[config.mk]
export PLATFORM = sky130hd
export DESIGN_NAME = sync_filter_edge
export DESIGN_NICKNAME = d
export VERILOG_FILES = /design/src/rtl/sync_filter_edge.sv
export SDC_FILE = /design/constraint.sdc
export NUM_CORES = 1
export LEC_CHECK = 0
export BUFFER_PORTS_ARGS = -buffer_cell sky130_fd_sc_hd__clkbuf_2
export CORE_UTILIZATION = 47
export DETAILED_ROUTE_END_ITERATION = 7
export GPL_ROUTABILITY_DRIVEN = 1
export PLACE_DENSITY_LB_ADDON = 0.3
export SYNTH_ARGS = -nofsm -noshare
export SYNTH_HDL_FRONTEND = slang
export SYNTH_SLANG_ARGS = --single-unit
[constraint.sdc]
create_clock -name clk -period 1.1 [get_ports clk]
set_input_delay 0 -clock clk [delete_from_list [all_inputs] [get_ports clk]]
set_output_delay 0 -clock clk [all_outputs]
set_load 0.05 [all_outputs]
[src/rtl/sync_filter_edge.sv]
// Multi-channel input conditioner: a synchronizer chain, a stable-count glitch filter and registered rise/fall pulses.
// Optional sticky event flags are enabled with `define SYNC_FILTER_STICKY_EN.
module sync_filter_edge #(
  parameter int              WIDTH      = 4,
  parameter int              STAGES     = 2,
  parameter logic [WIDTH-1:0] RST_VAL   = {WIDTH{1'b1}},
  parameter int              FILTER_CNT = 4
) (
  input  logic             clk,
  input  logic             n_rst,
  input  logic [WIDTH-1:0] async_in,
  output logic [WIDTH-1:0] sync_out,
  output logic [WIDTH-1:0] filt_out,
  output logic [WIDTH-1:0] rise,
  output logic [WIDTH-1:0] fall,
  output logic             changed
`ifdef SYNC_FILTER_STICKY_EN
  ,
  input  logic [WIDTH-1:0] clr_sticky,
  output logic [WIDTH-1:0] sticky_rise,
  output logic [WIDTH-1:0] sticky_fall
`endif
);

  localparam int               CNT_W   = $clog2(FILTER_CNT + 1);
  localparam logic [CNT_W-1:0] CNT_MAX = CNT_W'(FILTER_CNT - 1);
  localparam logic [CNT_W-1:0] CNT_ONE = CNT_W'(1);

  logic [WIDTH-1:0] sync_q [STAGES];
  logic [WIDTH-1:0] sync_d [STAGES];
  logic [CNT_W-1:0] cnt_q  [WIDTH];
  logic [CNT_W-1:0] cnt_d  [WIDTH];
  logic [WIDTH-1:0] filt_q;
  logic [WIDTH-1:0] filt_d;
  logic [WIDTH-1:0] rise_q;
  logic [WIDTH-1:0] rise_d;
  logic [WIDTH-1:0] fall_q;
  logic [WIDTH-1:0] fall_d;
  logic [WIDTH-1:0] sync_s;

  assign sync_s = sync_q[STAGES-1];

  // Pure shift chain: no logic between synchronizer stages.
  always_comb begin
    sync_d[0] = async_in;
    for (int k = 1; k < STAGES; k++) begin
      sync_d[k] = sync_q[k-1];
    end
  end

  // Per-channel filter: a mismatch must persist FILTER_CNT cycles before filt_out accepts it.
  always_comb begin
    filt_d = filt_q;
    rise_d = {WIDTH{1'b0}};
    fall_d = {WIDTH{1'b0}};
    for (int i = 0; i < WIDTH; i++) begin
      cnt_d[i] = cnt_q[i];
      if (sync_s[i] == filt_q[i]) begin
        cnt_d[i] = {CNT_W{1'b0}};
      end else if (cnt_q[i] == CNT_MAX) begin
        cnt_d[i]  = {CNT_W{1'b0}};
        filt_d[i] = sync_s[i];
        rise_d[i] = sync_s[i];
        fall_d[i] = ~sync_s[i];
      end else begin
        cnt_d[i] = cnt_q[i] + CNT_ONE;
      end
    end
  end

  // State registers with synchronous active-low reset.
  always_ff @(posedge clk) begin
    if (!n_rst) begin
      for (int k = 0; k < STAGES; k++) begin
        sync_q[k] <= RST_VAL;
      end
      for (int i = 0; i < WIDTH; i++) begin
        cnt_q[i] <= {CNT_W{1'b0}};
      end
      filt_q <= RST_VAL;
      rise_q <= {WIDTH{1'b0}};
      fall_q <= {WIDTH{1'b0}};
    end else begin
      for (int k = 0; k < STAGES; k++) begin
        sync_q[k] <= sync_d[k];
      end
      for (int i = 0; i < WIDTH; i++) begin
        cnt_q[i] <= cnt_d[i];
      end
      filt_q <= filt_d;
      rise_q <= rise_d;
      fall_q <= fall_d;
    end
  end

  assign sync_out = sync_s;
  assign filt_out = filt_q;
  assign rise     = rise_q;
  assign fall     = fall_q;
  assign changed  = |(rise_q | fall_q);

`ifdef SYNC_FILTER_STICKY_EN
  logic [WIDTH-1:0] sticky_rise_q;
  logic [WIDTH-1:0] sticky_rise_d;
  logic [WIDTH-1:0] sticky_fall_q;
  logic [WIDTH-1:0] sticky_fall_d;

  // Flags are set from the visible pulse, so a clear in the pulse cycle loses to the set.
  always_comb begin
    sticky_rise_d = rise_q | (sticky_rise_q & ~clr_sticky);
    sticky_fall_d = fall_q | (sticky_fall_q & ~clr_sticky);
  end

  // Sticky flag registers.
  always_ff @(posedge clk) begin
    if (!n_rst) begin
      sticky_rise_q <= {WIDTH{1'b0}};
      sticky_fall_q <= {WIDTH{1'b0}};
    end else begin
      sticky_rise_q <= sticky_rise_d;
      sticky_fall_q <= sticky_fall_d;
    end
  end

  assign sticky_rise = sticky_rise_q;
  assign sticky_fall = sticky_fall_q;
`endif

endmodule

Yosys cells after proc, flatten, opt, wreduce, memory -nomap -nowiden
Memories as Yosys holds them, arrays and structs flattened.
Cells that the tools add are included.
{"block": "word_totals", "output_inout_bits": 17, "inputBits": 6, "reg_bits": 12, "wordCells": 71, "mem_count": 2, "ramBits": 20}
{"block": "op_classes", "add_sub_neg": 4, "eq_ne": 8, "n_reduce_logical": 9, "bitwise": 20, "mux": 16}
{"name": "cnt_q", "depth": 4, "width": 3, "rd": 4, "rd_clocked_by_memory_dff": 0, "wr": 4, "line": "31", "rtl": "logic [CNT_W-1:0] cnt_q [WIDTH];"}
{"name": "sync_q", "depth": 2, "width": 4, "rd": 2, "rd_clocked_by_memory_dff": 0, "wr": 2, "line": "29", "rtl": "logic [WIDTH-1:0] sync_q [STAGES];"}
{"op": "$mux 3", "count": 12}
{"op": "$not 1->1", "count": 13}
{"op": "$add 3x1->3 const B", "count": 4}
{"op": "$eq 3x2->1 const B", "count": 4}
{"op": "$reduce_or 3->1", "count": 4}
{"op": "$mux 4", "count": 2}
{"op": "$reduce_and 2->1", "count": 4}
{"op": "$or 1x1->1", "count": 6}
{"op": "$eq 1x1->1", "count": 4}
{"op": "$or 4x4->4", "count": 1}
{"op": "$reduce_or 4->1", "count": 1}
{"op": "$mux 1", "count": 2}

Logic depth before layout (Yosys ltp)
Gate-level depths: netlist of the first run.
{"block": "depth", "depth_word": 4, "depth_mapped": 4, "depth_no_buf": 4}

Worst setup path after synthesis of the first run
No wires, ideal clock.
{"block": "synth_timing", "kind": "register to register", "startpoint": "reg filt_q[0], in the netlist filt_out[0]", "endpoint": "mem cnt_q[0][1] (netlist bit)", "arrival_time_ns": 1.107, "setup_ns": 0.091, "path_stages_with_launch": 3, "synth_period_minus_slack_ns": 1.198, "required_time_ns": 1.009, "path_buffers": 0, "slack_ns": -0.098, "cell_sequence": "dfxtp_1 > xnor2_1 > nor4bb_1"}
{"item": "start, declared", "line": "33", "rtl": "logic [WIDTH-1:0] filt_q;"}
{"item": "start signal, assigned", "line": "90", "rtl": "filt_q <= filt_d;"}
{"item": "end, declared", "line": "31"}

Final worst setup path of the first run
{"block": "layout_timing", "startpoint": "reg fall_q[2], in the netlist fall[2]", "endpoint": "out changed"}
{"block": "layout_between", "elab_chain_len": 2}
{"item": "start, declared", "line": "37", "rtl": "logic [WIDTH-1:0] fall_q;"}
{"item": "start signal, assigned", "line": "82", "rtl": "fall_q <= {WIDTH{1'b0}};"}
{"item": "start signal, assigned", "line": "92", "rtl": "fall_q <= fall_d;"}
{"item": "$or 4x4->4", "line": "100", "rtl": "assign changed = |(rise_q | fall_q);"}
{"item": "$reduce_or 4->1", "line": "100"}
{"item": "end, declared", "line": "16", "rtl": "output logic changed"}
No other way between the ends.

==> impl_metrics.csv, run 1 <==
group,metric,value,unit
cells_and_area,n_antenna_cell,0,
synthesis,synth.area.top_cells,"dfxtp_1 (56%), ha_1 (8.8%), nor3b_1 (5.3%)",
clock_tree,level_count_of_the_clock_h_tree,2,
placed_design,post_dp_cell_area,1270,sq um
route,vias,787,
timing,rsz0062_at_grt,"yes",
grt,grt_max_degree,29,
placed_design,place_worst_setup_slack,-112,ps
pwr,total_leakage_power,0.634,nW
synthesis,synth-seq-area-share,56.3,%
placed_design,port-buffer-count,22,
floorplanning,die-area,2620,sq um
setup_path,path_delay_family,"simple AND/OR/NAND/NOR gates",
synthesis,ys_ff_latch,32,
grt,grt.total_usage,18.2,%
route,ant_nets,0,
cells_and_area,layout.filler_cells,142,
setup_path,regToRegSetupSlack,-30,ps
route,drt-pass1-iter-count,3,
synthesis,synth.yosys.warnings,0,
timing,fin_ws,-127,ps
cells_and_area,design_area,1710,sq um
outcome,failed_checks,"negative setup slack",
synthesis,synth_enable_flop_cells,0,
synthesis,yosysMostFrequentCell,"dfxtp_1",
timing,timing.slew.headroom,62.9,%
clock_tree,cts-buffers-inserted,5,
clock_tree,cts-root-buf,"clkbuf_4",
setup_path,crit_required,1100,ps
setup_path,path_cells,"nor4_4, nand2_2, buf_8",
route,vias_per_cell,5.04,
synthesis,synth.lib_cells_used.distinct,14,
clock_tree,clock_path_buffers,2,
route,routedWlPerCell,14.9,um
floorplanning,ioPinCount,23,
timing,clock_skew,9.82,ps
synthesis,synthesis.area,1140,sq um
synthesis,synth_ff_type,"dfxtp_1",
clock_tree,clk_pin_slew,100,ps
setup_path,worst-setup-path-type,"reg2out",
pwr,power_density,1170,nW/um^2
synthesis,yosys.area.top_type,"dfxtp_1",
placed_design,gp_congestion,0.646,
clock_tree,clk_latency,320,ps
floorplanning,chipWidth,51.2,um
setup_path,timing.critical_path.buf_inv,1,
grt,grt_antenna_before_repair,0,
worst_hold_path,min-delay-path-class,"in2reg",
floorplanning,dieHeight,51.2,um
floorplanning,core_ar,2250,sq um
outcome,status,"finished, violations left",
cells_and_area,multi_input_comb_area,741,sq um
clock_tree,clkSinkCount,32,
grt,wire_length_of_the_first_global_routing_pass,3.27,mm
route,post-route-drc-count,0,
synthesis,synth.top_cells.by_count,"dfxtp_1 (32), nand2_1 (9), ha_1 (8), nor3b_1 (8), nor4b_1 (6)",
synthesis,asyncSetResetFlopFracSynth,0,%
route,finalWirelength,2.33,mm
placed_design,detailed_placement_hpwl,1.24,mm
route,drt_iter0_markers,6,
setup_path,crit_fanout,2,
cells_and_area,synthToLayoutAreaGrowth,50.2,%
grt,grt_pass1_vias,723,
pwr,power.ir.vdd_worst,1.11,mV
setup_path,critPathCaptureType,"output pin",
timing,finalCriticalPeriod,1230,ps
synthesis,netlist.area_leader.share,56.3,%
synthesis,postSynthCellCount,93,
setup_path,timing.critical_path.arrival,1230,ps
timing,setup-violations-final,5,
flow_run,cap_viol_max_count,0,
timing,final_report_max_slew_violation_count,0,
synthesis,synth_nets,107,
timing,worst_pin_slew,556,ps
timing,final-hold-violation-count,0,
synthesis,synthesis.area_per_instance,12.2,sq um
grt,grt_overflow_total,0,
floorplanning,placementRows,17,
cells_and_area,drive_gt1_share,66.4,%
timing,final.period_utilization,112,%
cells_and_area,layout.nets,141,
floorplanning,floorplan.initialDensity,50.4,%
clock_tree,tritoncts,"built",
setup_path,timing.critical_path.from_type,"flip-flop",
setup_path,crit_path_max_incr_delay,350,ps
timing,max_freq,0.815,GHz
cells_and_area,ff_latch_area,671,sq um
setup_path,timing.critical_path.slowest_stage_cell,"dfxtp_2",
[final timing paths]
check,depth (start not counted),start,to
max reg2reg,4,cnt_q[0][0],filt_out[0]
max,3,fall[2],changed
min,2,n_rst,filt_out[2]
min reg2reg,1,sync_q[0][1],sync_q[0][5]
[layout make-up]
class | count | area share, %
clock buffer | 6 | 3.00
inverter | 4 | 0.879
tap | 28 | 2.05
multi-input combinational | 55 | 43.4
timing repair buffer | 29 | 10.8
sequential | 32 | 39.3
clock inverter | 2 | 0.586
[flip-flops by register name (all words and copies together) (netlist names)]
signal	count
fall	4
sync_q	8
rise	4
cnt_q	12
filt_out	4
[repair_timing]
action,in CTS,in global routing
gates resized for setup,27,36
endpoints found under the setup margin,25,22
hold buffers,4,0
endpoints found under the hold margin,4,0
pin swaps,4,18
setup buffers,1,2
[layout by cell type, fill, tap and decap left out, drive strengths merged, types with 5 or more instances in the layout]
| master | netlist | final |
|---|---|---|
| dfxtp | 32 | 32 |
| clkbuf | 0 | 26 |
| nand2 | 9 | 9 |
| ha | 8 | 8 |
| nor3b | 8 | 8 |
| nor4b | 8 | 8 |
| buf | 2 | 5 |
[worst register-to-register path, delay by kind of cell, from the launching register on]
kind	cells	cell delay (ps)
DFF	1	390
adders and majority gates	2	330
and+or+nand+nor	1	70
muxes	1	200
[power by group]
group / internal [mW] / switching [mW]
combinational: 0.0591 / 0.0587
sequential: 1.17 / 0.0160
clock: 0.304 / 0.386
[stage by stage]
stage          total power, mW  setup TNS [ps]  hold slack, ps  instances  util [%]
6_report                  2.00            -194             194        156      75.7
2_1_floorplan             1.28               0            96.4         93         -
3_3_place_gp              1.29           -6.62             179        141      56.4
4_1_cts                   1.99            -135             122        154      67.1
5_1_grt                   2.08            -471             211        156      75.7
3_5_place_dp              1.30            -977             179        141      56.4
[cells by family (layout without fill, tap and decap cells)]
family | Yosys count | after routing | synth area share [%]
flip-flops | 32 | 32 | 56.3
multiplexers | 4 | 4 | 3.52
adder cells (fa/ha/maj) | 8 | 8 | 8.80
buffers and inverters | 6 | 41 | 3.30
XOR/XNOR | 4 | 4 | 3.08
AND/OR/NAND/NOR | 39 | 39 | 25.0
[metal layers]
metal,vias up,routed length (um),global-route usage [%]
met5,-,0,0
met4,0,14,6.94
met3,2,70,7.14
met2,15,1290,33.3
met1,377,954,18.3
li1,393,-,-
(Power assumes the default switching activity.)
==> inputs of run 2 (changes only) <==
Settings changed: TNS_END_PERCENT set to 10.
==> run 2 against run 1 <==
Net effect:
- the flow still finishes with violations (negative setup slack)
- sequential power is essentially flat
- worst setup slack better by 6.6 ps
- cell area fell by 7.2%
- via count decreased by 0.51%
- register-to-register slack about the same
- critical path type unchanged
- combinational power shrank 13%
- clock skew fell by 2.0 ps
- sequential share of layout area rose by 2.0 points
- hold slack got worse by 64 ps
- count of clock-buffer cells in the layout is 2 higher
- die area stayed put
==> impl_metrics.csv, run 2 (synthesized netlist as in run 1, its figures left out) <==
group,metric,value,unit
timing,totalNegativeSetupSlack,-146,ps
cells_and_area,drive_gt1_share,50.0,%
setup_path,worst-setup-path-type,"reg2out",
clock_tree,cts-root-buf,"clkbuf_4",
clock_tree,clock_path_buffers,2,
timing,rsz0062_at_grt,"yes",
cells_and_area,layout.nets,139,
clock_tree,level_count_of_the_clock_h_tree,2,
cells_and_area,top_regs,"cnt_q: 12 flops, sync_q: 8 flops",
cells_and_area,layout.filler_cells,168,
cells_and_area,mostFrequentLayoutCells,"dfxtp_1 (21), clkbuf_2 (18), dfxtp_2 (11)",
grt,wire_length_of_the_first_global_routing_pass,3.17,mm
clock_tree,clkSinkCount,32,
placed_design,detailed_placement_hpwl,1.27,mm
worst_hold_path,worstHoldStart,"n_rst",
floorplanning,core_ar,2250,sq um
pwr,total_power,1.98,mW
cells_and_area,synthToLayoutAreaGrowth,39.4,%
pwr,power.ir.vdd_worst,0.991,mV
floorplanning,chipWidth,51.2,um
clock_tree,tritoncts,"built",
route,post-route-drc-count,0,
floorplanning,die-area,2620,sq um
timing,final_report_max_slew_violation_count,0,
pwr,switching_power_as_a_share_of_total_power,22.0,%
timing,final-hold-violation-count,0,
route,routedWlPerCell,13.0,um
grt,grt_max_degree,29,
route,drt-pass1-iter-count,4,
timing,finalCriticalPeriod,1220,ps
clock_tree,clk_pin_slew,100,ps
floorplanning,ioPinCount,23,
setup_path,path_delay_family,"simple AND/OR/NAND/NOR gates",
setup_path,critPathCaptureType,"output pin",
cells_and_area,final_common_cell,"dfxtp_1",
placed_design,place_worst_setup_slack,-137,ps
route,ant_nets,0,
cells_and_area,post-route-util,70.3,%
clock_tree,cts-buffers-inserted,5,
cells_and_area,largest_register_ff_count,12,
timing,clock_skew,7.79,ps
floorplanning,floorplan.initialDensity,50.4,%
route,vias,783,
setup_path,worstReg2RegEnd,"filt_out[0]",
pwr,total_leakage_power,0.582,nW
timing,worst_pin_slew,491,ps
pwr,power.combinational.fraction,5.2,%
setup_path,timing.critical_path.slowest_stage_cell,"dfxtp_2",
placed_design,port-buffer-count,22,
setup_path,crit_fanout,2,
cells_and_area,ff_latch_area,654,sq um
cells_and_area,multi_input_comb_area,654,sq um
worst_hold_path,holdPathStages,2,
grt,grt_antenna_before_repair,0,
outcome,failed_checks,"negative setup slack",
timing,setup-violations-final,2,
timing,max_freq,0.820,GHz
route,vias_per_cell,5.08,
setup_path,timing.critical_path.buf_inv,1,
floorplanning,placementRows,17,
timing,final.period_utilization,111,%
pwr,p_int,1.54,mW
pwr,power.sequential.fraction,60.2,%
route,drt_iter0_markers,8,
grt,grt_overflow_total,0,
flow_run,cap_viol_max_count,0,
worst_hold_path,hold_path_end,"filt_out[3]",
timing,fin_ws,-120,ps
setup_path,regToRegSetupSlack,-30,ps
pwr,power_density,1250,nW/um^2
cells_and_area,n_antenna_cell,0,
setup_path,timing.critical_path.from_type,"flip-flop",
floorplanning,dieHeight,51.2,um
setup_path,timing.critical_path.arrival,1220,ps
worst_hold_path,min-delay-path-class,"in2reg",
timing,timing.slew.headroom,67.0,%
placed_design,placed_cell_count,141,
cells_and_area,max_flop_register,"cnt_q",
setup_path,path_cells,"nor4_4, nand2_1, buf_8",
pwr,clock_power_share,34.6,%
grt,grt_pass1_vias,713,
clock_tree,clk_latency,320,ps
grt,grt.total_usage,17.5,%
cells_and_area,layoutNonFillerInstCount,154,
setup_path,worst-r2r-cell-count,4,
pwr,power_switching,435,uW
setup_path,crit_required,1100,ps
outcome,status,"finished, violations left",
setup_path,crit_path_max_incr_delay,350,ps
route,finalWirelength,2.00,mm
placed_design,gp_congestion,0.681,
setup_path,startpoint_of_the_worst_slack_reg_to_reg_timing_path,"cnt_q[0][0]",
-- run 2: worst max path at each step --
| stage | start | end | slack, ps | cells past startpoint |
|---|---|---|---|---|
| after floorplan | sync_q[0][5] | cnt_q[1][1] | -80 | 2 |
| after global placement | cnt_q[2][0] | cnt_q[2][2] | -5 | 3 |
| after detailed placement | cnt_q[0][0] | cnt_q[0][0] | -140 | 3 |
| after CTS | rise[3] | changed | -130 | 3 |
| after global routing | rise[3] | changed | -180 | 3 |
| final | fall[0] | changed | -120 | 3 |
-- run 2: power groups by stage --
stage	registers [mW]	clock network, mW	logic (mW)
final	1.19	0.684	0.103
after global placement	1.21	0	0.0778
after floorplan	1.23	0	0.0429
after CTS	1.19	0.692	0.0973
after global routing	1.19	0.760	0.110
after detailed placement	1.21	0	0.0793
-- run 2: what timing repair did --
action                                 in CTS  in global routing
endpoints found under the hold margin       4                  0
setup buffers                               1                  0
cloned                                      0                  0
pin swaps                                   5                  6
resized for setup                          26                 20
hold buffers                                4                  0
setup endpoints to repair                  25                 25
-- run 2: area by class of cell --
cell class / count / share of cell area [%]
Sequential cell: 32 / 41.3
Timing Repair Buffer: 27 / 10.6
Clock buffer: 8 / 3.71
Tap cell: 28 / 2.21
Multi-Input combinational cell: 55 / 41.3
Inverter: 4 / 0.947
-- run 2: metrics by stage --
step                      hold WS, ps  area (sq um)
after floorplan                  96.4          1140
after global routing              167          1590
after CTS                         127          1510
after detailed placement          182          1260
final                             130          1590
after global placement            180          1260
-- run 2: worst register-to-register path, delay by kind of cell (launching register included) --
kind | cells | cell delay (ps)
and+or+nand+nor | 1 | 90
adders and majority gates | 2 | 320
muxes | 1 | 220
DFF | 1 | 370
-- run 2: layer usage --
metal / GRT usage, % / part of all wire [%]
met1: 18.9 / 42
met2: 28.7 / 53
met3: 8.04 / 4.5
met4: 8.33 / 0.40
met5: 0 / 0
==> inputs of run 3 (changes only) <==
Settings changed: REMOVE_ABC_BUFFERS set to 1.
==> run 3 against run 2 <==
Net effect:
- the flow still finishes with violations (negative setup slack)
- count of clock-buffer cells in the layout down 2
- sequential power about the same
- non-clock buffer count unchanged
- power down 4.9%
- clock power down 14%
- die area unchanged
- first-iteration DRC count down 25%
- combinational power down 4%
- cell area down 2.7%
- critical path depth unchanged
- routed wire length down 0.20%
- critical endpoint unchanged
- largest cell class unchanged
==> impl_metrics.csv, run 3 (synthesized netlist as in run 1, its figures left out) <==
group,metric,value,unit
outcome,status,"finished, violations left",
outcome,failed_checks,"negative setup slack",
cells_and_area,design_area,1540,sq um
cells_and_area,n_antenna_cell,0,
route,post-route-drc-count,0,
cells_and_area,largest_register_ff_count,12,
placed_design,port-buffer-count,22,
floorplanning,ioPinCount,23,
cells_and_area,layout.filler_cells,181,
worst_hold_path,worstHoldStart,"n_rst",
setup_path,path_cells,"nor4_4, nand2_1, clkbuf_8",
timing,max_freq,0.822,GHz
setup_path,timing.critical_path.arrival,1220,ps
setup_path,crit_fanout,2,
placed_design,place_worst_setup_slack,-79.6,ps
cells_and_area,layout.nets,139,
grt,grt_antenna_before_repair,0,
route,ant_nets,0,
cells_and_area,synthToLayoutAreaGrowth,35.6,%
grt,grt.total_usage,17.6,%
setup_path,timing.critical_path.slowest_stage_cell,"dfxtp_2",
timing,clock_skew,7.00,ps
grt,grt_overflow_total,0,
clock_tree,clk_latency,320,ps
grt,grt_pass1_vias,761,
timing,final_report_max_slew_violation_count,0,
timing,final-hold-violation-count,0,
pwr,clock_power_share,31.4,%
grt,wire_length_of_the_first_global_routing_pass,3.13,mm
setup_path,worst-setup-path-type,"reg2out",
floorplanning,die-area,2620,sq um
clock_tree,clkSinkCount,32,
setup_path,startpoint_of_the_worst_slack_reg_to_reg_timing_path,"cnt_q[0][0]",
clock_tree,clk_pin_slew,90,ps
floorplanning,floorplan.initialDensity,50.4,%
route,vias_per_cell,4.99,
flow_run,cap_viol_max_count,0,
pwr,switching_power_as_a_share_of_total_power,22.3,%
setup_path,timing.critical_path.from_type,"flip-flop",
clock_tree,cts-buffers-inserted,5,
placed_design,placed_cell_count,141,
setup_path,crit_path_max_incr_delay,340,ps
clock_tree,tritoncts,"built",
clock_tree,clock_path_buffers,2,
floorplanning,placementRows,17,
cells_and_area,top_regs,"cnt_q: 12 flops, sync_q: 8 flops",
timing,finalCriticalPeriod,1220,ps
cells_and_area,ff_latch_area,649,sq um
timing,worst_pin_slew,459,ps
timing,rsz0062_at_grt,"yes",
pwr,total_power,1.88,mW
clock_tree,level_count_of_the_clock_h_tree,2,
floorplanning,core_ar,2250,sq um
route,drt_iter0_markers,6,
floorplanning,chipWidth,51.2,um
timing,final.period_utilization,111,%
pwr,power_density,1220,nW/um^2
cells_and_area,multi_input_comb_area,621,sq um
route,drt-pass1-iter-count,3,
pwr,power.ir.vdd_worst,1.14,mV
worst_hold_path,min-delay-path-class,"in2reg",
clock_tree,cts-root-buf,"clkbuf_4",
cells_and_area,layoutNonFillerInstCount,153,
timing,setup-violations-final,4,
setup_path,crit_required,1100,ps
floorplanning,dieHeight,51.2,um
route,finalWirelength,1.99,mm
route,vias,763,
grt,grt_max_degree,29,
timing,timing.slew.headroom,69.4,%
placed_design,post_dp_cell_area,1260,sq um
cells_and_area,drive_gt1_share,45.6,%
cells_and_area,max_flop_register,"cnt_q",
pwr,total_leakage_power,0.574,nW
pwr,power.combinational.fraction,5.3,%
pwr,power.sequential.fraction,63.3,%
cells_and_area,mostFrequentLayoutCells,"dfxtp_1 (25), clkbuf_2 (16), nand2_1 (9), clkbuf_4 (9), dfxtp_2 (7)",
pwr,p_int,1.46,mW
route,routedWlPerCell,13.0,um
cells_and_area,final_common_cell,"dfxtp_1",
pwr,power_switching,420,uW
setup_path,critPathCaptureType,"output pin",
timing,fin_ws,-116,ps
setup_path,critical_path_launch_point,"rise[3]",
placed_design,gp_congestion,0.739,
placed_design,detailed_placement_hpwl,1.15,mm
## run 3: cell count changes in the layout (fill, tap and decap cells not counted), moves of 2 or more
cell,before,now
nand2_1,7,9
nand2_2,2,0
clkbuf_2,18,16
dfxtp_2,11,7
clkbuf_4,5,9
buf_2,3,1
dfxtp_1,21,25
## run 3: worst max-delay path: cells and delay by family, from the launching register on
kind	cells	cell delay [ps]
AND/OR/NAND/NOR	2	370
flip-flops	1	340
buffers and inverters	1	180
## run 3: worst paths after layout
| check | to | slack (ps) | cells past startpoint |
|---|---|---|---|
| min reg2reg | sync_q[0][6] | 410 | 1 |
| max reg2reg | filt_out[0] | -20 | 4 |
| min | filt_out[3] | 130 | 2 |
| max | changed | -120 | 3 |
## run 3: per-stage QoR
step / hold slack (ps) / setup TNS (ps) / utilization [%]
final: 132 / -141 / 68.4
after global routing: 171 / -542 / 68.4
after CTS: 105 / -206 / 64.0
after detailed placement: 183 / -458 / 55.9
after global placement: 179 / -16.6 / 55.9
after floorplan: 61.9 / -909 / -
## run 3: final cells by class
| cell class | instances | area share (%) |
|---|---|---|
| sequential | 32 | 42.1 |
| clock inverter | 1 | 0.324 |
| clock buffer | 6 | 2.68 |
| timing repair buffer | 27 | 11.4 |
| inverter | 4 | 0.973 |
| tap | 28 | 2.27 |
| multi-input combinational | 55 | 40.2 |
## run 3: power groups by stage
stage	Sequential (mW)	Combinational (mW)	Clock (mW)
after floorplan	1.23	0.0300	0
after global placement	1.21	0.0769	0
after detailed placement	1.21	0.0787	0
after CTS	1.19	0.0921	0.614
after global routing	1.19	0.107	0.665
final	1.19	0.0993	0.591
## run 3: timing repair
item,CTS,global route
resized for setup,19,26
pin swaps,5,4
endpoints found under the hold margin,4,0
hold buffers,4,0
buffers inserted,1,0
endpoints found under the setup margin,24,25
## run 3: metal layers
metal	global-route usage (%)	vias up	wire, um
met4	13.9	0	46
li1	-	387	-
met1	18.1	355	867
met3	6.25	5	70
met5	0	-	0
met2	28.7	16	1010
